$ cat src/rtl/tinker_pkg.sv
// tinker_pkg: shared constants and types for the Tinker fetch front-end
package tinker_pkg;
    localparam logic [63:0] RESET_PC_DEFAULT = 64'h2000;
    typedef struct packed {
        logic [63:0] pc;
        logic [31:0] inst;
    } fetch_entry_t;
    typedef enum logic [1:0] {F_RUN, F_DRAIN, F_HALTED} fetch_state_t;
endpackage

$ cat src/rtl/tinker_fetch_fifo.sv
// tinker_fetch_fifo: in-order buffer of fetched words with flush and registered head
module tinker_fetch_fifo
    import tinker_pkg::*;
#(
    parameter int DEPTH = 4,
    parameter int CW    = $clog2(DEPTH) + 1
) (
    input  logic          clk,
    input  logic          reset,
    input  logic          push,
    input  fetch_entry_t  push_data,
    input  logic          pop,
    input  logic          flush,
    output fetch_entry_t  head,
    output logic          head_valid,
    output logic [CW-1:0] count
);
    localparam int AW = $clog2(DEPTH);
    fetch_entry_t mem [DEPTH];
    logic [AW-1:0] rd_ptr, wr_ptr;
    logic do_pop, do_push;
    assign head_valid = count != '0;
    assign head = mem[rd_ptr];
    assign do_pop = pop && head_valid;
    assign do_push = push && !flush;
    always_ff @(posedge clk) begin
        if (do_push) mem[wr_ptr] <= push_data;
    end
    always_ff @(posedge clk) begin
        if (reset || flush) begin
            rd_ptr <= '0;
            wr_ptr <= '0;
            count  <= '0;
        end else begin
            wr_ptr <= wr_ptr + (do_push ? AW'(1) : AW'(0));
            rd_ptr <= rd_ptr + (do_pop ? AW'(1) : AW'(0));
            count  <= count + CW'(do_push) - CW'(do_pop);
        end
    end
endmodule

$ cat src/rtl/tinker_fetch_unit.sv
// tinker_fetch_unit: sequential instruction fetch with credit-limited issue, redirect flush and halt drain
module tinker_fetch_unit
    import tinker_pkg::*;
#(
    parameter int          DEPTH    = 4,
    parameter logic [63:0] RESET_PC = RESET_PC_DEFAULT
) (
    input  logic        clk,
    input  logic        reset,
    output logic        imem_req_valid,
    input  logic        imem_req_ready,
    output logic [63:0] imem_req_addr,
    input  logic        imem_rsp_valid,
    input  logic [31:0] imem_rsp_data,
    output logic        inst_valid,
    input  logic        inst_ready,
    output logic [31:0] inst_data,
    output logic [63:0] inst_pc,
    input  logic        redirect_valid,
    input  logic [63:0] redirect_pc,
    input  logic        halt_req,
    output logic        hlt,
    output logic        fetch_fault
);
    localparam int CW = $clog2(DEPTH) + 1;
    localparam logic [CW:0] CAP = (CW+1)'(DEPTH);
    fetch_state_t state, state_nx;
    logic [63:0] fetch_pc, rsp_pc;
    logic [CW-1:0] inflight, inflight_nx, drop, count;
    logic fault, req_fire, rsp_ok, halt_go, redir, push, flush, head_valid;
    fetch_entry_t head, rsp_entry;
    assign imem_req_valid = !reset && state == F_RUN && !fault && ({1'b0, inflight} + {1'b0, count}) < CAP;
    assign imem_req_addr  = fetch_pc;
    assign req_fire       = imem_req_valid && imem_req_ready;
    assign rsp_ok         = imem_rsp_valid && inflight != '0;
    assign halt_go        = state == F_RUN && halt_req;
    assign redir          = state == F_RUN && redirect_valid && !halt_req;
    assign push           = rsp_ok && drop == '0 && state == F_RUN && !redir && !halt_go;
    assign flush          = redir || halt_go || state == F_DRAIN;
    assign inflight_nx    = inflight + CW'(req_fire) - CW'(rsp_ok);
    assign rsp_entry      = '{pc: rsp_pc, inst: imem_rsp_data};
    assign inst_valid     = head_valid;
    assign inst_data      = head_valid ? head.inst : '0;
    assign inst_pc        = head_valid ? head.pc : '0;
    assign hlt            = state == F_HALTED;
    assign fetch_fault    = fault;
    always_comb begin
        state_nx = halt_go ? F_DRAIN : (state == F_DRAIN && inflight_nx == '0) ? F_HALTED : state;
    end
    always_ff @(posedge clk) begin
        if (reset) begin
            state    <= F_RUN;
            fetch_pc <= RESET_PC;
            rsp_pc   <= RESET_PC;
            inflight <= '0;
            drop     <= '0;
            fault    <= 1'b0;
        end else begin
            state    <= state_nx;
            inflight <= inflight_nx;
            drop     <= (redir || halt_go) ? inflight_nx : drop - CW'(rsp_ok && drop != '0);
            fault    <= fault || (imem_rsp_valid && inflight == '0) || (redir && redirect_pc[1:0] != 2'b00);
            fetch_pc <= redir ? redirect_pc : fetch_pc + (req_fire ? 64'd4 : 64'd0);
            rsp_pc   <= redir ? redirect_pc : rsp_pc + (push ? 64'd4 : 64'd0);
        end
    end
    tinker_fetch_fifo #(.DEPTH(DEPTH), .CW(CW)) u_fifo (
        .clk       (clk),
        .reset     (reset),
        .push      (push),
        .push_data (rsp_entry),
        .pop       (inst_ready),
        .flush     (flush),
        .head      (head),
        .head_valid(head_valid),
        .count     (count)
    );
endmodule

$ cat config.mk
export PLATFORM = sky130hd
export DESIGN_NAME = tinker_fetch_unit
export DESIGN_NICKNAME = d
export VERILOG_FILES = /design/src/rtl/tinker_pkg.sv /design/src/rtl/tinker_fetch_fifo.sv /design/src/rtl/tinker_fetch_unit.sv
export SDC_FILE = /design/constraint.sdc
export NUM_CORES = 1
export LEC_CHECK = 0
export CORE_AREA = 2 2 276 278
export DETAILED_ROUTE_END_ITERATION = 10
export DIE_AREA = 0 0 278 280
export MAX_ROUTING_LAYER = met4
export PLACE_DENSITY = 0.59
export SLEW_MARGIN = 20
export SYNTH_ARGS = -nofsm -noshare
export SYNTH_HDL_FRONTEND = slang
export SYNTH_SLANG_ARGS = --single-unit
$ cat constraint.sdc
create_clock -name clk -period 23 [get_ports clk]
set_clock_uncertainty 0.2 [all_clocks]
set_input_delay 4.6 -clock clk [delete_from_list [all_inputs] [get_ports clk]]
set_output_delay 4.6 -clock clk [all_outputs]
set_load 0.05 [all_outputs]
---- Word-level counts from Yosys, hierarchy flattened ----
Memory sizes are Yosys's and may differ from the RTL's. A register that Yosys moved wholly into a read port is not among the register bits.
Cells that the tools add are included.
storage, ports and cells
  register bits after elaboration ......... 144
  RAM bits ................................ 384
  logic and storage cells ................. 77
  memories ................................ 1
memory list
  memory      words  width  rd ports  clocked after Yosys merged registers in  wr ports  line                     RTL
  u_fifo.mem  4      96     1         1                                        1         tinker_fetch_fifo.sv:19  fetch_entry_t mem [DEPTH];
cells by class
  add/subtract/negate cells ............... 10
  magnitude comparators ................... 1
  eq/ne operators ......................... 2
  multiplexer cells ....................... 14
  reductions and logical operators ........ 39
operator list
  cell                                                 number
  two-way mux 64 bit                                   3
  adder 64 x 3 -> 64 bit                               2
  two-way mux 32 bit                                   1
  logical AND 1 bit                                    18
  zero test 3 bit                                      3
  two-way mux 3 bit                                    3
  nonzero test 3 bit                                   3
  subtractor 3 x 1 -> 3 bit                            3
  adder 3 x 1 -> 3 bit                                 2
  zero test 1 bit                                      6
  two-way mux 1 bit                                    6
  logical OR 1 bit                                     5
  adder 2 bit                                          2
  adder 3 x 3 -> 4 bit                                 1
  < comparator 4 x 3 -> 1 bit, second input constant   1
  nonzero test 2 bit                                   2
  equality test 2 x 1 -> 1 bit, second input constant  1
  equality test 2 bit, second input constant           1
  zero test 2 bit                                      1
  two-way mux 2 bit                                    1
  OR reduction 2 bit                                   1

---- Longest topological paths before layout ----
Gate-level depths: netlist of the first run.
  word-level depth ........................ 11
  mapped depth ............................ 14

---- By module ----
From an unflattened synthesis of the first run, not the netlist that was laid out.
unflattened totals
  cell total of the unflattened synthesis .. 1552
  area, all modules ....................... 22287.6 um^2
modules (own cells, without submodules)
  module             instances  cells each  area each (um^2)  seq. area each (um^2)
  tinker_fetch_fifo  1          539         14233.7           11671.2
  tinker_fetch_unit  1          1013        8054.0            2702.6

---- Least setup slack after synthesis of the first run ----
No wires, ideal clock.
  path type ............................... input port to flip-flop
  start point ............................. in redirect_valid
  end point ............................... mem u_fifo.mem[0][0] (netlist name) (enable)
  library setup time ...................... 0.688 ns
  arrival ................................. 12.184 ns
  required time ........................... 22.112 ns
  slack ................................... 9.928 ns
  stages .................................. 3
  cells stage by stage .................... o21ai_0 and4_1 nor3b_1
between the ends
  cells in the longest elaborated chain, start to end .. 8
  elaborated cells on any way between the ends .. 11
RTL lines
  what                                                          line                                              RTL
  start, declared                                               tinker_fetch_unit.sv:19                           input logic redirect_valid,
  logical AND 1 bit (*) (2 in series)                           tinker_fetch_unit.sv:37                           assign redir = state == F_RUN && redirect_valid && !halt_req;
  zero test 1 bit / logical OR 1 bit (equally long branches)    tinker_fetch_unit.sv:38, tinker_fetch_unit.sv:39
  logical AND 1 bit / logical OR 1 bit (equally long branches)  tinker_fetch_unit.sv:38, tinker_fetch_unit.sv:39
  logical AND 1 bit / zero test 1 bit (equally long branches)   tinker_fetch_unit.sv:38, tinker_fetch_fifo.sv:25
  logical AND 1 bit (*)                                         tinker_fetch_fifo.sv:25                           assign do_push = push && !flush;
  two-way mux 1 bit (*)                                         tinker_fetch_fifo.sv:27                           if (do_push) mem[wr_ptr] <= push_data;
  two-way mux 1 bit (not written as such) (*)                   tinker_fetch_fifo.sv:27
  end, declared                                                 tinker_fetch_fifo.sv:19
Mark *: on every way between the ends. The rest lies on a longest branch, timed or not.

---- Final worst setup path of the first run ----
  start point ............................. in reset
  end point ............................... out imem_req_valid
between the ends
  cells in the longest elaborated chain, start to end .. 4
RTL lines
  what                             line                     RTL
  start, declared                  tinker_fetch_unit.sv:9   input logic reset,
  zero test 1 bit                  tinker_fetch_unit.sv:32  assign imem_req_valid = !reset && state == F_RUN && !fault && ({1'b0, inflight} + {1'b0, count}) < CAP;
  logical AND 1 bit (3 in series)  tinker_fetch_unit.sv:32
  end, declared                    tinker_fetch_unit.sv:10  output logic imem_req_valid,
No other way between the ends.

==> results.md, run 1 <==
- Max_cap viols: 0
- Clock-pin slew on the worst setup and hold paths: 60 ps
- Final Hold Vio Count: 0
- Commonest non-fill, non-tap cell in the layout: edfxtp_1
- Largest net degree at the start of global routing: 99
- Sequential share of the synthesized area: 0.646
- Largest family of logic cells by synthesized area: simple AND/OR/NAND/NOR gates
- Number of global-route vias before repair: 14500
- Initial antenna violation count: 5
- Final hold slack: 298 ps
- DRC errors left: 0
- Slew Limit Fails: 0
- Netlist cell types: 54
- Top FF cell, synth: edfxtp_1
- First drt pass iteration count: 5
- # setup viols final: 0
- Worst Max-Slew Pin Slew: 1120 ps
- Depth of the CTS H-tree: 2
- Worst-path maximum fanout: 15
- Die W: 278 um
- Relative max-transition margin: 0.253
- Cell chain of the critical path: buf_2 -> nor2_1 -> nand3_1 -> a31oi_1 -> clkdlybuf4s50_1
- Row cnt: 101
- Hold Crit Class: register to register
- Initial Utilization: 0.296
- Total Routed Length: ~64000 um
- Number of I/O pins: roughly 270
- Tcrit/Tclk final: 0.480
- Routed wire length per instance: 22.3 um
- I/O Buffers: 266
- Synth warn: 0
- CTS buffer count: 58
- Synth Cell Area: 22300 sq um
- Routed Antenna Nets: 0
- Post-Syn Nets: 1692
- Multi-input logic area: 7470 sq um
- CTS resizes: 0
- Post-Synth XOR/XNOR Area: 0.0248
- Initial DRC Count: between 1000 and 1500
- CTS tree: built
- Post-synth EDFFs: 384
- Die ar.: 77800 sq um
- Worst-Skew Late Latency: 610 ps
- Peak Freq: between 0.09 and 0.1 GHz
- Post-CTS Setup Bufs: 0
- Reg-to-reg startpoint: inflight[2]
- Peak supply drop: 0.0000596 V
- Critical path type: primary input to output pin
- Clock sink count: 526
- Sequential cell area: between 10000 and 15000 sq um
- Post-Synthesis Cells: 1573
- CP Data Arrival Time: 6250 ps
- Compound-Gate Fraction of Synth Area: 0.0743
- Routability-driven placement congestion ratio: 0.867
- Syn-to-layout area delta: 25.9%
- Chip height: 280 um
- First-pass GRT wire length: 93800 um
- Setup TNS: 0 ps
- Synth Area in Simple Gates: 0.128
- Core footprint: between 70000 and 80000 sq um
- Critical path's largest stage delay: 880 ps
- Reg2reg path depth: 11
- Vias per cell: 5.14
- Critical Path Start: reset
- Worst EP required: 18200 ps
- Worst Setup End Kind: output pin
- Via count: 14600
- Fraction of registers with async set/reset: 0
- Status: completed
- Share of cells above drive strength 1: 0.120
- Final core utilization: 0.373
- Post-CTS Hold Buffers: 0
- Startpoint Class: primary input
- Leading area contributor after synthesis: edfxtp_1
- Post-layout min period: 11050 ps
- Most frequent cells in the layout: 384 x edfxtp_1, 265 x clkdlybuf4s50_1, 140 x dfxtp_1, 105 x and2_1, 96 x mux4_2
- P_leak: between 8 and 9 nW
- Root Driver: clkbuf_16
- Min-Delay Path Depth: 2
- Pwr dens: 86.1 nW/um^2
- Final #Nets: about 1900
- Area contributors post-synth: edfxtp_1 52%, dfxtp_1 13%, mux4_2 9.7%
- Worst path slowest cell: clkdlybuf4s50_1
- Syn_area_per_cell: approximately 14 sq um
- Layout filler cell count: between 7000 and 8000
- Final HPWL DP: roughly 43000 um
- Max Buffers Root-to-Sink: 3
- Grt ovf: 0
- Post-synthesis mux area share: 0.0976
- Yosys reg bits: 526
- Worst hold start: fetch_fault
- Adder-Cell Fraction of Synth Area: 0.00967
- RSZ-0062 raised after global routing: no
- GRT Total Usage: 0.164
- Yosys top cell area share: 0.518
[synth_stat cells (37+ instances only)]
library cell    n
edfxtp_1      384
dfxtp_1       142
and2_1        105
mux4_2         96
clkbuf_1       78
a21oi_1        68
nor2_1         65
nand2_1        63
nand3_1        53
o21bai_1       51
nand4_1        45
a31oi_1        37
[worst paths after layout]
check	to	slack, ps
worst min-delay path	fetch_fault	300
worst max register to register	imem_req_addr[55]	18760
worst max-delay path	imem_req_valid	11950
worst min register to register	fetch_fault	300
[critical path, delay by kind of cell]
family / cells / cell delay [ps]
buffers and inverters: 2 / 1080
AND/OR/NAND/NOR: 2 / 230
AO/OA/AOI/OAI: 1 / 340
[per-layer routing]
metal,part of all wire,up-vias,global-route usage,wire (um)
met1,0.45,7431,0.216,28300
met2,0.47,477,0.258,29900
met4,0.025,0,0.0464,1600
met3,0.060,88,0.0336,3790
met5,0,-,-,0
li1,-,6652,-,-
[through the flow]
stage | power [mW] | worst slack (ps) | cell area, sq um | std cells
global placement | 1.44 | 11870 | 25900 | 2739
floorplan | 1.32 | 9930 | 22300 | 1573
global route | 2.50 | 11830 | 28000 | 2850
detailed placement | 1.45 | 11910 | 25900 | 2739
finish | 2.41 | 11950 | 28000 | 2851
CTS | 2.44 | 11900 | 28000 | 2847
[cells by family (layout without fill, tap and decap cells)]
| logic type | count (synthesis) | after routing |
|---|---|---|
| buffers and inverters | 117 | 415 |
| multiplexers | 97 | 97 |
| other | 0 | 2 |
| flip-flops | 526 | 526 |
| AO/OA/AOI/OAI | 251 | 251 |
| adder cells (fa/ha/maj) | 16 | 16 |
| AND/OR/NAND/NOR | 503 | 503 |
| XOR/XNOR | 63 | 63 |
[sequential cells by signal, indices dropped and copies added (netlist names)]
name and flops:
drop 3, state 2, u_fifo.wr_ptr 2, u_fifo.count 3
fetch_fault 1, u_fifo.mem 384, inflight 3, imem_req_addr 63
rsp_pc 63, u_fifo.rd_ptr 2
[report_power, final]
part           total [mW]  internal [mW]  switching (mW)  leakage [nW]
clock               0.985          0.604           0.382         0.989
sequential           1.13           1.08          0.0569          4.68
combinational       0.296          0.112           0.184          3.03
[area by class of cell]
class | instances | area share
Clock inverter | 39 | 0.0185
Multi-Input combinational cell | 930 | 0.266
Tap cell | 978 | 0.0437
Sequential cell | 526 | 0.513
Inverter | 23 | 0.00308
Timing Repair Buffer | 284 | 0.101
Clock buffer | 69 | 0.0540
Antenna cell | 2 | 0.000179
(Power assumes the default switching activity.)
==> run 2: changes to the inputs <==
Clock period 23 ns to 10.9 ns, I/O delays scaled along.
==> results.md, run 2 (synthesized netlist as in run 1, its figures left out) <==
- Comb pwr share: 0.122
- Startpoint Class: register
- Final Hold Vio Count: 0
- Initial antenna violation count: 0
- Layout Cells excl Fill: around 2900
- Final hold slack: ~310 ps
- CP Depth: 5
- Peak supply drop: 0.000107 V
- First drt pass iteration count: 5
- First-pass GRT wire length: 95500 um
- Root Driver: clkbuf_16
- Grt ovf: 0
- Initial DRC Count: 1327
- RSZ-0062 raised after global routing: no
- Syn-to-layout area delta: 25.9%
- Crit path capture: inst_pc[27]
- GR peak layer: met2
- Pwr Total: 5.08 mW
- Critical Path Start: u_fifo.rd_ptr[0]
- Worst-path maximum fanout: 45
- Worst-Skew Late Latency: 620 ps
- Row cnt: 101
- Reg2reg path depth: 11
- Met1 usage: 0.225
- CTS buffer count: 59
- Routability-driven placement congestion ratio: ~0.85
- Critical path's largest stage delay: between 800 and 900 ps
- Total Routed Length: 65200 um
- Most frequent cells in the layout: 384 x edfxtp_1, 265 x clkdlybuf4s50_1, 140 x dfxtp_1, 105 x and2_1, 96 x mux4_2
- P_leak: 8.67 nW
- Largest net degree at the start of global routing: 99
- DRC errors left: 0
- Vias per cell: around 5.2
- Max_cap viols: 0
- Routed Antenna Nets: 0
- Sw frac: 0.266
- CP Data Arrival Time: between 4000 and 5000 ps
- CP delay by family, top: buffers and inverters
- Pwr dens: between 150 and 200 nW/um^2
- R2r endpoint: imem_req_addr[44]
- Max Buffers Root-to-Sink: 3
- Worst path slowest cell: buf_4
- Chip height: 280 um
- Setup TNS: 0 ps
- Buffers plus inverters on the worst setup path: 3
- Worst Max-Slew Pin Slew: 1040 ps
- Place WS: 4490 ps
- Status: completed
- Peak Freq: around 0.15 GHz
- Depth of the CTS H-tree: 2
- Worst Setup End Kind: output pin
- Relative max-transition margin: 0.307
- Post-layout min period: around 6800 ps
- Reg-to-reg startpoint: inflight[2]
- Final HPWL DP: 44200 um
- Global routing usage on met3: 0.0321
- Critical path type: register to output pin
- Max reg flops: 384
- Tcrit/Tclk final: 0.623
- CTS tree: built
- Placed cell count: around 2700
- Slew Limit Fails: 0
- Net switching power: 1.35 mW
- Reg-to-reg slack, setup: 6930 ps
- Clock sink count: 526
- Largest Register: u_fifo.mem
- Via count: 14700
- Clock-pin slew on the worst setup and hold paths: around 60 ps
- GRT Total Usage: 0.168
- Post-CTS Setup Bufs: 0
- Number of I/O pins: 267
- Clock power share: 0.407
- Number of global-route vias before repair: 14600
- Cell internal pwr: 3.73 mW
- Share of cells above drive strength 1: 0.121
- Met2 Track Usage GR: 0.260
- I/O Buffers: 266
- Worst EP required: 8520 ps
- Routed wire length per instance: 22.8 um
- Final worst setup slack: just over 4000 ps
- Cell chain of the critical path: buf_4 -> buf_4 -> mux4_2 -> and2_1 -> clkdlybuf4s50_1
- Die W: 278 um
- Core footprint: 75200 sq um
- Die ar.: between 70000 and 80000 sq um
- Final #Nets: 1943
- Sequential Power Share: 0.471
- Post-CTS Hold Buffers: 0
- Most used cell, CP: buf_4
- # setup viols final: 0
- Commonest non-fill, non-tap cell in the layout: edfxtp_1
- CTS resizes: 0
- Initial Utilization: 0.296
- Hold Crit Class: register to register
-- run 2: cell count changes in the layout (fill, tap and decap cells not counted), moves of 2 or more --
cell and delta:
clkinv_2 -3, clkbuf_8 -2, clkinvlp_4 +5, clkbuf_16 +2
bufinv_16 -3, clkbuf_1 -2, clkinv_4 +5
-- run 2: metrics by stage --
step / util / area, sq um
3_3_place_gp: 0.345 / 25900
5_1_grt: 0.372 / 28000
3_5_place_dp: 0.345 / 26000
2_1_floorplan: - / 22300
4_1_cts: 0.372 / 28000
6_report: 0.372 / 28000
-- run 2: power groups by stage --
stage          Clock [mW]  Sequential, mW  Combinational (mW)
6_report             2.07            2.39               0.622
5_1_grt              2.19            2.41               0.669
4_1_cts              2.12            2.39               0.630
3_5_place_dp            0            2.44               0.627
3_3_place_gp            0            2.43               0.620
2_1_floorplan           0            2.48               0.311
-- run 2: cell type report --
class                   count  area, sq um
clock buffers              67         1530
fillers                  7033        47200
flip-flops and latches    526        14400
well taps                 978         1220
repair buffers            284         2810
multi-input cells         930         7470
inverters                  23         86.3
clock inverters            43          505
diodes                      1         2.50
-- run 2: worst min-delay path by stage --
stage	depth (start not counted)	startpoint	slack, ps	end
global placement	2	imem_req_addr[63]	300	imem_req_addr[63]
global route	2	fetch_fault	340	fetch_fault
detailed placement	2	fetch_fault	310	fetch_fault
floorplan	0	rsp_pc[56]	260	u_fifo.mem[0][88]
CTS	2	fetch_fault	320	fetch_fault
finish	2	fetch_fault	310	fetch_fault
-- run 2: worst reg2reg max path: stages, from the launching register on --
cell and delay [ps]:
dfxtp_1 330, ha_1 290, nor3_1 130, nand3_1 90, a31oi_1 230, nand2_1 120, inv_1 200, ha_1 310
and3_1 370, nand4_1 710, or4_1 740, a31oi_1 180
-- run 2: layer usage --
layer / vias up / share of wire / routed length (um)
met4: 0 / 0.024 / 1530
met1: 7510 / 0.45 / 29200
met3: 92 / 0.061 / 3980
met2: 480 / 0.47 / 30400
li1: 6658 / - / -
met5: - / 0 / 0
